File: src/rtl/lcd_ctrl_pkg.sv
// lcd_ctrl_pkg: states, LCD commands and message ROM; defining LCD_CLEAR_EN appends the clear command to init
package lcd_ctrl_pkg;
  typedef enum logic [2:0] {PWR_WAIT, SETUP, E_HIGH, HOLD, DONE} state_t;
  localparam int CNT_W = 8;
  localparam logic [7:0] CMD_FUNC_SET = 8'h38;
  localparam logic [7:0] CMD_DISP_ON = 8'h0C;
  localparam logic [7:0] CMD_ENTRY = 8'h06;
  localparam logic [7:0] CMD_CLEAR = 8'h01;
`ifdef LCD_CLEAR_EN
  localparam logic [3:0] INIT_LEN = 4'd4;
`else
  localparam logic [3:0] INIT_LEN = 4'd3;
`endif
  localparam logic [3:0] MSG_LEN = 4'd5;
  localparam logic [39:0] MSG_ROM = {8'h4F, 8'h4C, 8'h4C, 8'h45, 8'h48};
  function automatic logic [7:0] init_cmd(input logic [3:0] i);
    return i == 4'd0 ? CMD_FUNC_SET : i == 4'd1 ? CMD_DISP_ON : i == 4'd2 ? CMD_ENTRY : CMD_CLEAR;
  endfunction
  function automatic logic [7:0] msg_char(input logic [3:0] i);
    return MSG_ROM[{i, 3'b000} +: 8];
  endfunction
endpackage

File: src/rtl/lcd_delay_counter.sv
// lcd_delay_counter: loadable down-counter, count_done in the last cycle of each timed interval
module lcd_delay_counter
  import lcd_ctrl_pkg::*;
(
  input  logic             clk,
  input  logic             rst,
  input  logic             en,
  input  logic [CNT_W-1:0] len,
  output logic             count_done
);
  logic [CNT_W-1:0] cnt;
  always_ff @(posedge clk or negedge rst)
    if (!rst) cnt <= '0;
    else cnt <= (en && cnt == '0) ? len - 1'b1 : cnt != '0 ? cnt - 1'b1 : cnt;
  assign count_done = cnt == CNT_W'(1);
endmodule

File: src/rtl/lcd_ctrl.sv
// lcd_ctrl: HD44780-style init then "HELLO" writer; LCD_CLEAR_EN adds the 0x01 clear command to init
module lcd_ctrl
  import lcd_ctrl_pkg::*;
#(
  parameter int PWR_CYCLES        = 8,
  parameter int E_CYCLES          = 2,
  parameter int WAIT_CYCLES       = 4,
  parameter int CLEAR_WAIT_CYCLES = 8
) (
  input  logic       clk,
  input  logic       rst,
  output logic [7:0] data,
  output logic       lcd_e,
  output logic       lcd_rw,
  output logic       lcd_rs,
  output logic       count_done,
  output logic       init_done,
  output logic [3:0] current_count
);
  state_t           state, state_nx;
  logic [3:0]       count_nx;
  logic             init_done_nx, timed, last;
  logic [CNT_W-1:0] len;
  logic [7:0]       byte_nx;
  assign lcd_rw = 1'b0;
  always_comb begin
    timed = state inside {PWR_WAIT, E_HIGH, HOLD};
    len = state == PWR_WAIT ? CNT_W'(PWR_CYCLES) :
          state == E_HIGH ? CNT_W'(E_CYCLES) :
          (!lcd_rs && data == CMD_CLEAR) ? CNT_W'(CLEAR_WAIT_CYCLES) : CNT_W'(WAIT_CYCLES);
    last = current_count == (init_done ? MSG_LEN : INIT_LEN) - 4'd1;
    state_nx = state;
    count_nx = current_count;
    init_done_nx = init_done;
    case (state)
      PWR_WAIT: state_nx = count_done ? SETUP : PWR_WAIT;
      SETUP:    state_nx = E_HIGH;
      E_HIGH:   state_nx = count_done ? HOLD : E_HIGH;
      HOLD:
        if (count_done) begin
          state_nx = (last && init_done) ? DONE : SETUP;
          count_nx = last ? (init_done ? current_count : 4'd0) : current_count + 4'd1;
          init_done_nx = init_done | last;
        end
      default: state_nx = state;
    endcase
    byte_nx = init_done_nx ? msg_char(count_nx) : init_cmd(count_nx);
  end
  lcd_delay_counter u_delay (
    .clk        (clk),
    .rst        (rst),
    .en         (timed),
    .len        (len),
    .count_done (count_done)
  );
  always_ff @(posedge clk or negedge rst)
    if (!rst) begin
      state <= PWR_WAIT;
      data <= '0;
      lcd_e <= 1'b0;
      lcd_rs <= 1'b0;
      init_done <= 1'b0;
      current_count <= '0;
    end else begin
      state <= state_nx;
      current_count <= count_nx;
      init_done <= init_done_nx;
      lcd_e <= state_nx == E_HIGH;
      data <= state_nx == SETUP ? byte_nx : data;
      lcd_rs <= state_nx == SETUP ? init_done_nx : lcd_rs;
    end
endmodule

File: config.mk
export PLATFORM = sky130hd
export DESIGN_NAME = lcd_ctrl
export DESIGN_NICKNAME = d
export VERILOG_FILES = /design/src/rtl/lcd_ctrl_pkg.sv /design/src/rtl/lcd_delay_counter.sv /design/src/rtl/lcd_ctrl.sv
export SDC_FILE = /design/constraint.sdc
export NUM_CORES = 1
export LEC_CHECK = 0
export ABC_CLOCK_PERIOD_IN_PS = 2400
export BUFFER_PORTS_ARGS = -buffer_cell sky130_fd_sc_hd__buf_2
export CORE_MARGIN = 1
export CORE_UTILIZATION = 53
export CTS_BUF_LIST = sky130_fd_sc_hd__clkbuf_8
export DETAILED_ROUTE_END_ITERATION = 16
export PLACE_DENSITY = 0.77
export SLEW_MARGIN = 20
export SYNTH_ARGS = -nofsm -noshare
export SYNTH_HDL_FRONTEND = slang
export SYNTH_SLANG_ARGS = --single-unit
File: constraint.sdc
create_clock -name clk -period 2.4 [get_ports clk]
set_input_delay 0.24 -clock clk [delete_from_list [all_inputs] [get_ports clk]]
set_output_delay 0.24 -clock clk [all_outputs]
set_load 0.01 [all_outputs]
==> results.json, run 1 <==
{
  "mostFrequentLayoutCells": "23 x dfrtp_1, 16 x buf_2, 16 x buf_4, 13 x nor2_1, 11 x nand2_1",
  "reg2reg_to": "data[6]",
  "place_hpwl_um": 2271,
  "num_antenna_cells": 0,
  "p_per_area_nw_per_um2": 390.1,
  "cts.sinks": 24,
  "clk_latency_ps": 270,
  "cp-start-kind": "flip-flop",
  "finalSetupTns_ps": -17.44,
  "critPathCaptureType": "flip-flop",
  "crit_required_ps": 2550,
  "viasPerCell": 5.727,
  "ff_latch_area_um2": 601.8,
  "drc_errors": 0,
  "synth.area.top_cells": "dfrtp_1 41%, ha_1 6.0%, nor2_1 3.4%",
  "final_common_cell": "dfrtp_1",
  "core_um2": 2545,
  "final_nets": 189,
  "clock_path_buffers": 2,
  "grt_max_degree": 25,
  "status": "complete, but fails checks",
  "post-route-min-period_ps": 2417,
  "grt_pass1_wl_um": 4767,
  "cts_root_buf": "clkbuf_8",
  "synth_top_area_cell": "dfrtp_1",
  "fillers": 195,
  "dieArea_um2": 2959,
  "finalNonFillerCells": 209,
  "setup_violations": 1,
  "rr_startpoint": "u_delay.cnt[2]",
  "avgSynthCellArea_um2": 9.766,
  "critPathCapture": "data[6]",
  "avgRoutedWirePerCell_um": 14.99,
  "max_clock_freq_mhz": 413.7,
  "die_y_um": 54.40,
  "synth_warnings": 0,
  "skew_ps": 7.385,
  "ys_seq_area_share_pct": 41.27,
  "drive_gt1_share_pct": 31.28,
  "cp_max_fo": 4,
  "startpoint": "u_delay.cnt[2]",
  "p_total_w": 0.0006901,
  "holdCritPathClass": "primary input to asynchronous set/reset pin",
  "finalMaxSlewViolations": 0,
  "placed_cells": 203,
  "slowest_delay_ps": 580,
  "cts_tree": "built",
  "yosysTopAreaCellShare_pct": 41.27,
  "violations": "setup timing",
  "synth_cells": 149,
  "crit_type": "flip-flop to flip-flop",
  "htreeDepth": 1,
  "port_buffers": 16,
  "synth_seq_cells": 24,
  "crit_slowest_cell": "or4_4",
  "grt_pass1_vias": 1083,
  "hold_viol_final": 0,
  "max-vdd-ir-drop_uv": 328.3,
  "gp_congestion": 0.8342,
  "slew_headroom_pct": 64.33,
  "cts-buffers-inserted": 3,
  "whs_ps": 477.9,
  "track_usage_pct": 22.59,
  "antenna_left": 0,
  "yosysUniqueCellTypes": 44,
  "tightest_slew_ps": 535.1,
  "start_util_pct": 57.18,
  "syn_area_um2": 1455,
  "setup_slack_ps": -17.44,
  "worstRegToRegCells": 5,
  "rsz0062_at_grt": "true",
  "maxCapViolCount": 0,
  "vias": 1197,
  "num_rows": 18,
  "clk_pin_slew_ps": 90,
  "rrSetupSlack_ps": -20,
  "drt-initial-drc-count": 24,
  "antenna_found_initial": 0,
  "drt_pass1_iterations": 4,
  "area_growth_pct": 21.58,
  "finalWirelength_um": 3133,
  "path_cells": "or4_4 -> or3_4 -> o31a_1 -> or2_4 -> o41ai_2",
  "die_w_um": 54.40,
  "fin_crit_sh_pct": 100.7,
  "power.leakage_nw": 0.8259,
  "multi_input_area_um2": 834.6,
  "arrival_ps": 2560,
  "grt_remaining_overflow": 0,
  "ioPinCount": 19
}
[layout make-up]
| type | instances | share of cell area, % |
|---|---|---|
| Inverter | 8 | 1.697 |
| Tap cell | 30 | 2.122 |
| Sequential cell | 24 | 34.02 |
| Timing Repair Buffer | 33 | 11.88 |
| Clock buffer | 4 | 3.112 |
| Multi-Input combinational cell | 110 | 47.17 |
[stage by stage]
stage | instance area [µm²] | util, % | setup slack (ps)
2_1_floorplan | 1469 | - | -5.907
3_3_place_gp | 1649 | 64.80 | 46.05
3_5_place_dp | 1649 | 64.80 | -21.75
4_1_cts | 1727 | 67.85 | 1.324
5_1_grt | 1769 | 69.52 | -59.96
6_report | 1769 | 69.52 | -17.44
[kinds of logic (layout without fill, tap and decap cells)]
logic type      count (synthesis)  in the layout  synth area share [%]
simple gates                   57             57                 22.79
xor+xnor                        5              5                 3.010
flops                          24             24                 41.27
fa+ha+maj                       7              7                 6.019
other cells                     1              2                0.2577
buf+inv                        16             45                 5.503
mux                             7              7                 5.073
compound gates                 32             32                 16.08
[worst max-delay path: cells and delay by family (launching register included)]
family             cells  cell delay, ps
AOI/OAI and AO/OA      2             680
and+or+nand+nor        3            1220
DFF                    1             400
[Yosys cell counts (all sizes together)]
cell / instances
nand2: 11
buf: 5
mux2i: 4
nor2b: 2
a21oi: 7
nor4: 4
nor2: 13
o41ai: 2
o211ai: 1
dfrtp: 24
nand3: 2
or3: 5
nand4: 1
or2: 2
clkbuf: 3
o31ai: 3
xor2: 3
a211oi: 2
and2: 2
mux2: 3
ha: 7
inv: 8
nand3b: 5
nor4b: 1
a32o: 1
conb: 1
a21o: 3
o311ai: 1
nand2b: 2
o21ai: 8
nor3: 4
o31a: 1
a21bo: 1
o22ai: 1
or4: 3
o21a: 1
xnor2: 2
[metal layers]
layer	vias up	wire, µm	GRT usage (%)
met4	0	44	7.692
met1	579	1514	30.57
li1	591	-	-
met5	-	0	0
met2	20	1499	36.99
met3	7	75	2.778
[how the worst min path moves through the flow]
stage                            end           start  slack (ps)
finish                u_delay.cnt[2]             rst         480
CTS                         state[2]             rst         500
floorplan           current_count[0]             rst         -60
global route          u_delay.cnt[5]  u_delay.cnt[5]         550
detailed placement  current_count[2]             rst         260
global placement    current_count[2]             rst         250
[state kept, by name, indices dropped and copies added (netlist names)]
name and flops:
lcd_e 1, data 6, current_count 4, lcd_rs 1, init_done 1, state 3, u_delay.cnt 8
[report_power, final]
part	internal, W	switching (W)	leakage (nW)
clock	0.000146	0.000129	0.0288
sequential	0.000404	0	0.290
combinational	0.00000164	0.00000908	0.507
total	0.000552	0.000138	0.826
[repair_timing]
action | CTS | global route
cloned | 0 | 0
endpoints found under the hold margin | 24 | 0
buffers inserted | 1 | 0
resized for setup | 1 | 9
pin swaps | 1 | 2
hold buffers | 1 | 0
setup endpoints to repair | 5 | 7
No activity file was read; power rests on OpenSTA's default activity.
==> run 2, diff against run 1 <==
--- a/config.mk
+++ b/config.mk
@@ -12,6 +12,7 @@
 export CTS_BUF_LIST = sky130_fd_sc_hd__clkbuf_8
 export DETAILED_ROUTE_END_ITERATION = 16
 export PLACE_DENSITY = 0.77
+export RECOVER_POWER = 100
 export SLEW_MARGIN = 20
 export SYNTH_ARGS = -nofsm -noshare
 export SYNTH_HDL_FRONTEND = slang
==> run 2 against run 1 <==
Net effect: the run still ends with setup timing left; cell count unchanged; non-clock buffer count unchanged; critical path depth did not move; hold slack better by 45 ps; sequential power is essentially flat; flip-flop and latch count unchanged; global-route usage stayed put; largest cell class unchanged; largest power group unchanged; highest routed layer unchanged.
==> results.json, run 2 (same netlist as run 1, synthesis figures left out) <==
{
  "status": "complete, but fails checks",
  "crit_required_ps": 2550,
  "final_common_cell": "dfrtp_1",
  "gp_congestion": 0.8342,
  "arrival_ps": 2560,
  "finalMaxSlewViolations": 0,
  "slew_headroom_pct": 13.22,
  "drt_pass1_iterations": 4,
  "area_growth_pct": 19.43,
  "grt_pass1_wl_um": 4767,
  "core_um2": 2545,
  "cp_max_fo": 4,
  "cts.sinks": 24,
  "tightest_slew_ps": 1302,
  "whs_ps": 522.6,
  "cp-start-kind": "flip-flop",
  "p_int_w": 0.0005517,
  "violations": "setup timing",
  "post-route-min-period_ps": 2418,
  "grt_max_degree": 25,
  "fin_crit_sh_pct": 100.8,
  "num_rows": 18,
  "p_per_area_nw_per_um2": 396.5,
  "die_y_um": 54.40,
  "clk_latency_ps": 270,
  "critPathCaptureType": "flip-flop",
  "switching_share_pct": 19.94,
  "crit_type": "flip-flop to flip-flop",
  "drt-initial-drc-count": 24,
  "maxCapViolCount": 0,
  "finalWirelength_um": 3160,
  "htreeDepth": 1,
  "rsz0062_at_grt": "true",
  "fillers": 204,
  "drc_errors": 0,
  "grt_pass1_vias": 1083,
  "p_sw_w": 0.0001374,
  "holdCritPathClass": "flip-flop to flip-flop",
  "vias": 1205,
  "largest_reg_flops": 8,
  "place_hpwl_um": 2271,
  "track_usage_pct": 22.59,
  "drive_gt1_share_pct": 21.79,
  "setup_violations": 1,
  "p_comb_share_pct": 1.5,
  "clk_pin_slew_ps": 90,
  "max_clock_freq_mhz": 413.5,
  "antenna_left": 0,
  "gr-usage-met2_pct": 36.99,
  "regMostFlops": "u_delay.cnt",
  "reg_top3": "u_delay.cnt x8, data x6, current_count x4",
  "power.leakage_nw": 0.7665,
  "busiest_layer": "met2",
  "cts_root_buf": "clkbuf_8",
  "max-vdd-ir-drop_uv": 327.2,
  "antenna_found_initial": 0,
  "viasPerCell": 5.766,
  "use_met3_pct": 2.778,
  "use_met1_pct": 30.57,
  "dieArea_um2": 2959,
  "grt_remaining_overflow": 0,
  "die_w_um": 54.40,
  "pwr-share-seq_pct": 58.6,
  "hold_viol_final": 0,
  "ioPinCount": 19,
  "clock_path_buffers": 2,
  "port_buffers": 16,
  "num_antenna_cells": 0,
  "setup_slack_ps": -18.47,
  "start_util_pct": 57.18,
  "final_nets": 189,
  "cts_tree": "built",
  "skew_ps": 6.396,
  "mostFrequentLayoutCells": "23 x dfrtp_1, 16 x clkbuf_1, 13 x nor2_1, 12 x buf_4, 11 x nand2_1",
  "cts-buffers-inserted": 3,
  "pwr-share-clk_pct": 39.8,
  "p_total_w": 0.0006891,
  "avgRoutedWirePerCell_um": 15.12
}
run 2: cell count changes in the layout (fill, tap and decap cells not counted):
cell	before	now
mux2_1	0	1
clkbuf_4	0	1
mux2_4	2	1
buf_4	16	12
buf_2	16	3
clkbuf_1	0	16
run 2: power by group through the flow:
| stage | Combinational (W) | Clock [W] | Sequential, W |
|---|---|---|---|
| 2_1_floorplan | 0.00000377 | 0 | 0.000412 |
| 3_3_place_gp | 0.0000101 | 0 | 0.000412 |
| 3_5_place_dp | 0.0000103 | 0 | 0.000412 |
| 4_1_cts | 0.0000115 | 0.000282 | 0.000404 |
| 5_1_grt | 0.0000131 | 0.000296 | 0.000404 |
| 6_report | 0.0000106 | 0.000275 | 0.000404 |
run 2: through the flow:
step	setup slack [ps]	cells	cell area [µm²]	setup TNS (ps)	utilization, %
floorplan	-5.907	150	1469	-5.907	-
global placement	46.05	203	1649	0	64.80
detailed placement	-21.75	203	1649	-21.75	64.80
CTS	1.324	209	1727	0	67.85
global route	-93.67	209	1738	-147.9	68.29
finish	-18.47	209	1738	-18.47	68.29
run 2: worst paths after layout:
check,start,end,slack [ps],cells after the start
worst max register to register,u_delay.cnt[2],data[6],-20,5
min in group asynchronous,rst,current_count[2],780,2
worst min register to register,data[1],data[1],520,2
worst min-delay path,data[1],data[1],520,2
worst max-delay path,u_delay.cnt[2],data[6],-20,5
max in group asynchronous,rst,init_done,770,2
run 2: final cells by class:
cell class / instances / area [µm²] / area share [%]
Sequential cell: 24 / 601.8 / 34.63
Tap cell: 30 / 37.54 / 2.160
Clock buffer: 4 / 55.05 / 3.168
Multi-Input combinational cell: 110 / 830.8 / 47.80
Timing Repair Buffer: 33 / 182.7 / 10.51
Inverter: 8 / 30.03 / 1.728
run 2: timing repair:
item / CTS / global route
endpoints found under the setup margin: 5 / 7
hold endpoints to repair: 24 / 0
resized for setup: 1 / 9
pin swaps: 1 / 2
gates cloned: 0 / 0
setup buffers: 1 / 0
hold buffers: 1 / 0
run 2: layer usage:
layer  up-vias  wire [µm]
met5         -          0
met1       588       1518
met4         0         44
li1        590          -
met2        20       1531
met3         7         65
run 2: critical path, stage by stage, from the launching register on:
cell and delay [ps]:
dfrtp_1 400, or4_4 580, or3_4 370, o31a_1 310, or2_4 270, o41ai_2 370
==> run 3, diff against run 2 <==
--- a/config.mk
+++ b/config.mk
@@ -8,10 +8,9 @@
 export ABC_CLOCK_PERIOD_IN_PS = 2400
 export BUFFER_PORTS_ARGS = -buffer_cell sky130_fd_sc_hd__buf_2
 export CORE_MARGIN = 1
-export CORE_UTILIZATION = 53
+export CORE_UTILIZATION = 40
 export CTS_BUF_LIST = sky130_fd_sc_hd__clkbuf_8
 export DETAILED_ROUTE_END_ITERATION = 16
-export PLACE_DENSITY = 0.77
 export RECOVER_POWER = 100
 export SLEW_MARGIN = 20
 export SYNTH_ARGS = -nofsm -noshare
==> run 3 against run 2 <==
Net effect: the run now ends clean; first-iteration DRC count rose by 120%; power fell by 6.0%; final area is 0.86% higher; register-to-register slack better by 60 ps; flip-flop and latch count stayed put; sequential share of layout area is 0.30 points lower; routed wire length decreased by 1.4%; critical path type unchanged; critical endpoint is now data[3]; largest cell class unchanged; highest routed layer unchanged.
==> results.json, run 3 (same netlist as run 1, synthesis figures left out) <==
{
  "status": "complete, no violations",
  "rr_startpoint": "u_delay.cnt[2]",
  "largest_reg_flops": 8,
  "drc_errors": 0,
  "start_util_pct": 42.60,
  "max-vdd-ir-drop_uv": 200.5,
  "maxCapViolCount": 0,
  "track_usage_pct": 16.93,
  "grt_remaining_overflow": 0,
  "setup_violations": 0,
  "path_cells": "or4_4 -> or3_1 -> o31a_1 -> or3_4 -> o311ai_2",
  "holdCritPathClass": "flip-flop to flip-flop",
  "vias": 1199,
  "port_buffers": 16,
  "ioPinCount": 19,
  "whs_ps": 505.0,
  "drive_gt1_share_pct": 21.67,
  "place_hpwl_um": 2359,
  "hp-start": "lcd_rs",
  "cts_root_buf": "clkbuf_8",
  "slowest_delay_ps": 570,
  "arrival_ps": 2510,
  "p_int_w": 0.0005192,
  "gp_congestion": 0.9068,
  "num_rows": 21,
  "cts_tree": "built",
  "cts_setup_buffers": 0,
  "skew_ps": 3.467,
  "cp-start-kind": "flip-flop",
  "pwr-share-seq_pct": 62.4,
  "cp_max_fo": 4,
  "finalMaxSlewViolations": 0,
  "grt_max_degree": 25,
  "finalSetupTns_ps": 0,
  "avgRoutedWirePerCell_um": 13.79,
  "core_um2": 3416,
  "grt_pass1_wl_um": 5278,
  "reg_top3": "u_delay.cnt x8, data x6, current_count x4",
  "viasPerCell": 5.305,
  "min_path_cells": 1,
  "area_growth_pct": 20.46,
  "critPathCaptureType": "flip-flop",
  "num_antenna_cells": 0,
  "power.leakage_nw": 0.7772,
  "finalWirelength_um": 3117,
  "p_sw_w": 0.0001284,
  "drt_pass1_iterations": 4,
  "switching_share_pct": 19.82,
  "tightest_slew_ps": 1320,
  "drt-initial-drc-count": 53,
  "final_nets": 190,
  "fin_crit_sh_pct": 98.09,
  "crit_family": "simple AND/OR/NAND/NOR gates",
  "mostFrequentLayoutCells": "23 x dfrtp_1, 15 x clkbuf_1, 14 x buf_4, 13 x nor2_1, 11 x nand2_1",
  "pwr-share-clk_pct": 36.0,
  "worstRegToRegCells": 5,
  "max_clock_freq_mhz": 424.8,
  "grt_pass1_vias": 1158,
  "reg2reg_to": "data[3]",
  "crit_type": "flip-flop to flip-flop",
  "antenna_left": 0,
  "die_y_um": 62.32,
  "crit_required_ps": 2560,
  "fillers": 340,
  "holdPathEnd": "lcd_rs",
  "die_w_um": 62.32,
  "regMostFlops": "u_delay.cnt",
  "postLayoutCoreUtil_pct": 51.32,
  "cts-buffers-inserted": 3,
  "rsz0062_at_grt": "true",
  "p_comb_share_pct": 1.7,
  "antenna_found_initial": 0,
  "post-route-min-period_ps": 2354,
  "htreeDepth": 1,
  "rrSetupSlack_ps": 50,
  "cts.sinks": 24,
  "clk_latency_ps": 260,
  "clk_pin_slew_ps": 80,
  "dieArea_um2": 3883,
  "final_common_cell": "dfrtp_1",
  "hold_viol_final": 0,
  "clock_path_buffers": 2,
  "crit_slowest_cell": "or4_4",
  "path_buf_inv": 0,
  "p_per_area_nw_per_um2": 369.4,
  "slew_headroom_pct": 11.97
}
## run 3: changes by cell type in the layout (fill, tap and decap cells not counted), sizes merged
cell,change
buf,+3
clkbuf,-3
inv,+1
## run 3: power by group through the flow
| stage | combinational (W) | clock, W | sequential, W |
|---|---|---|---|
| floorplan | 0.00000377 | 0 | 0.000412 |
| global route | 0.0000128 | 0.000267 | 0.000404 |
| detailed placement | 0.0000105 | 0 | 0.000412 |
| finish | 0.0000108 | 0.000233 | 0.000404 |
| CTS | 0.0000117 | 0.000242 | 0.000404 |
| global placement | 0.0000103 | 0 | 0.000412 |
## run 3: layer usage
layer | share of wire (%) | track usage, %
met1 | 46 | 21.01
met2 | 51 | 31.18
met3 | 1.7 | 2.206
met4 | 0.61 | 3.488
met5 | 0 | 0
## run 3: timing repair
item / in CTS / in global routing
hold buffers: 1 / 0
endpoints found under the setup margin: 1 / 5
hold endpoints to repair: 24 / 0
pin swaps: 0 / 2
gates resized for setup: 1 / 7
## run 3: stage by stage
step / total power (W) / std cells / instance area, µm² / setup slack (ps)
6_report: 0.0006476 / 226 / 1753 / 45.72
5_1_grt: 0.0006836 / 226 / 1753 / -35.55
4_1_cts: 0.0006578 / 226 / 1743 / 14.60
3_5_place_dp: 0.0004225 / 221 / 1684 / 19.90
3_3_place_gp: 0.0004224 / 221 / 1684 / 69.96
2_1_floorplan: 0.0004159 / 150 / 1469 / -5.907
## run 3: area by class of cell
cell class	instances	area [µm²]	share of cell area [%]
Timing Repair Buffer	34	191.4	10.92
Multi-Input combinational cell	110	827.0	47.18
Sequential cell	24	601.8	34.33
Tap cell	46	57.56	3.283
Inverter	8	30.03	1.713
Clock inverter	1	3.754	0.2141
Clock buffer	3	41.29	2.355
## run 3: worst max path at each step
stage / slack, ps / endpoint / start / depth (start not counted)
finish: 50 / data[3] / u_delay.cnt[2] / 5
global route: -40 / data[3] / u_delay.cnt[2] / 5
CTS: 10 / data[3] / u_delay.cnt[2] / 7
detailed placement: 20 / data[0] / u_delay.cnt[2] / 7
global placement: 70 / data[0] / u_delay.cnt[2] / 7
floorplan: -6 / data[2] / init_done / 8
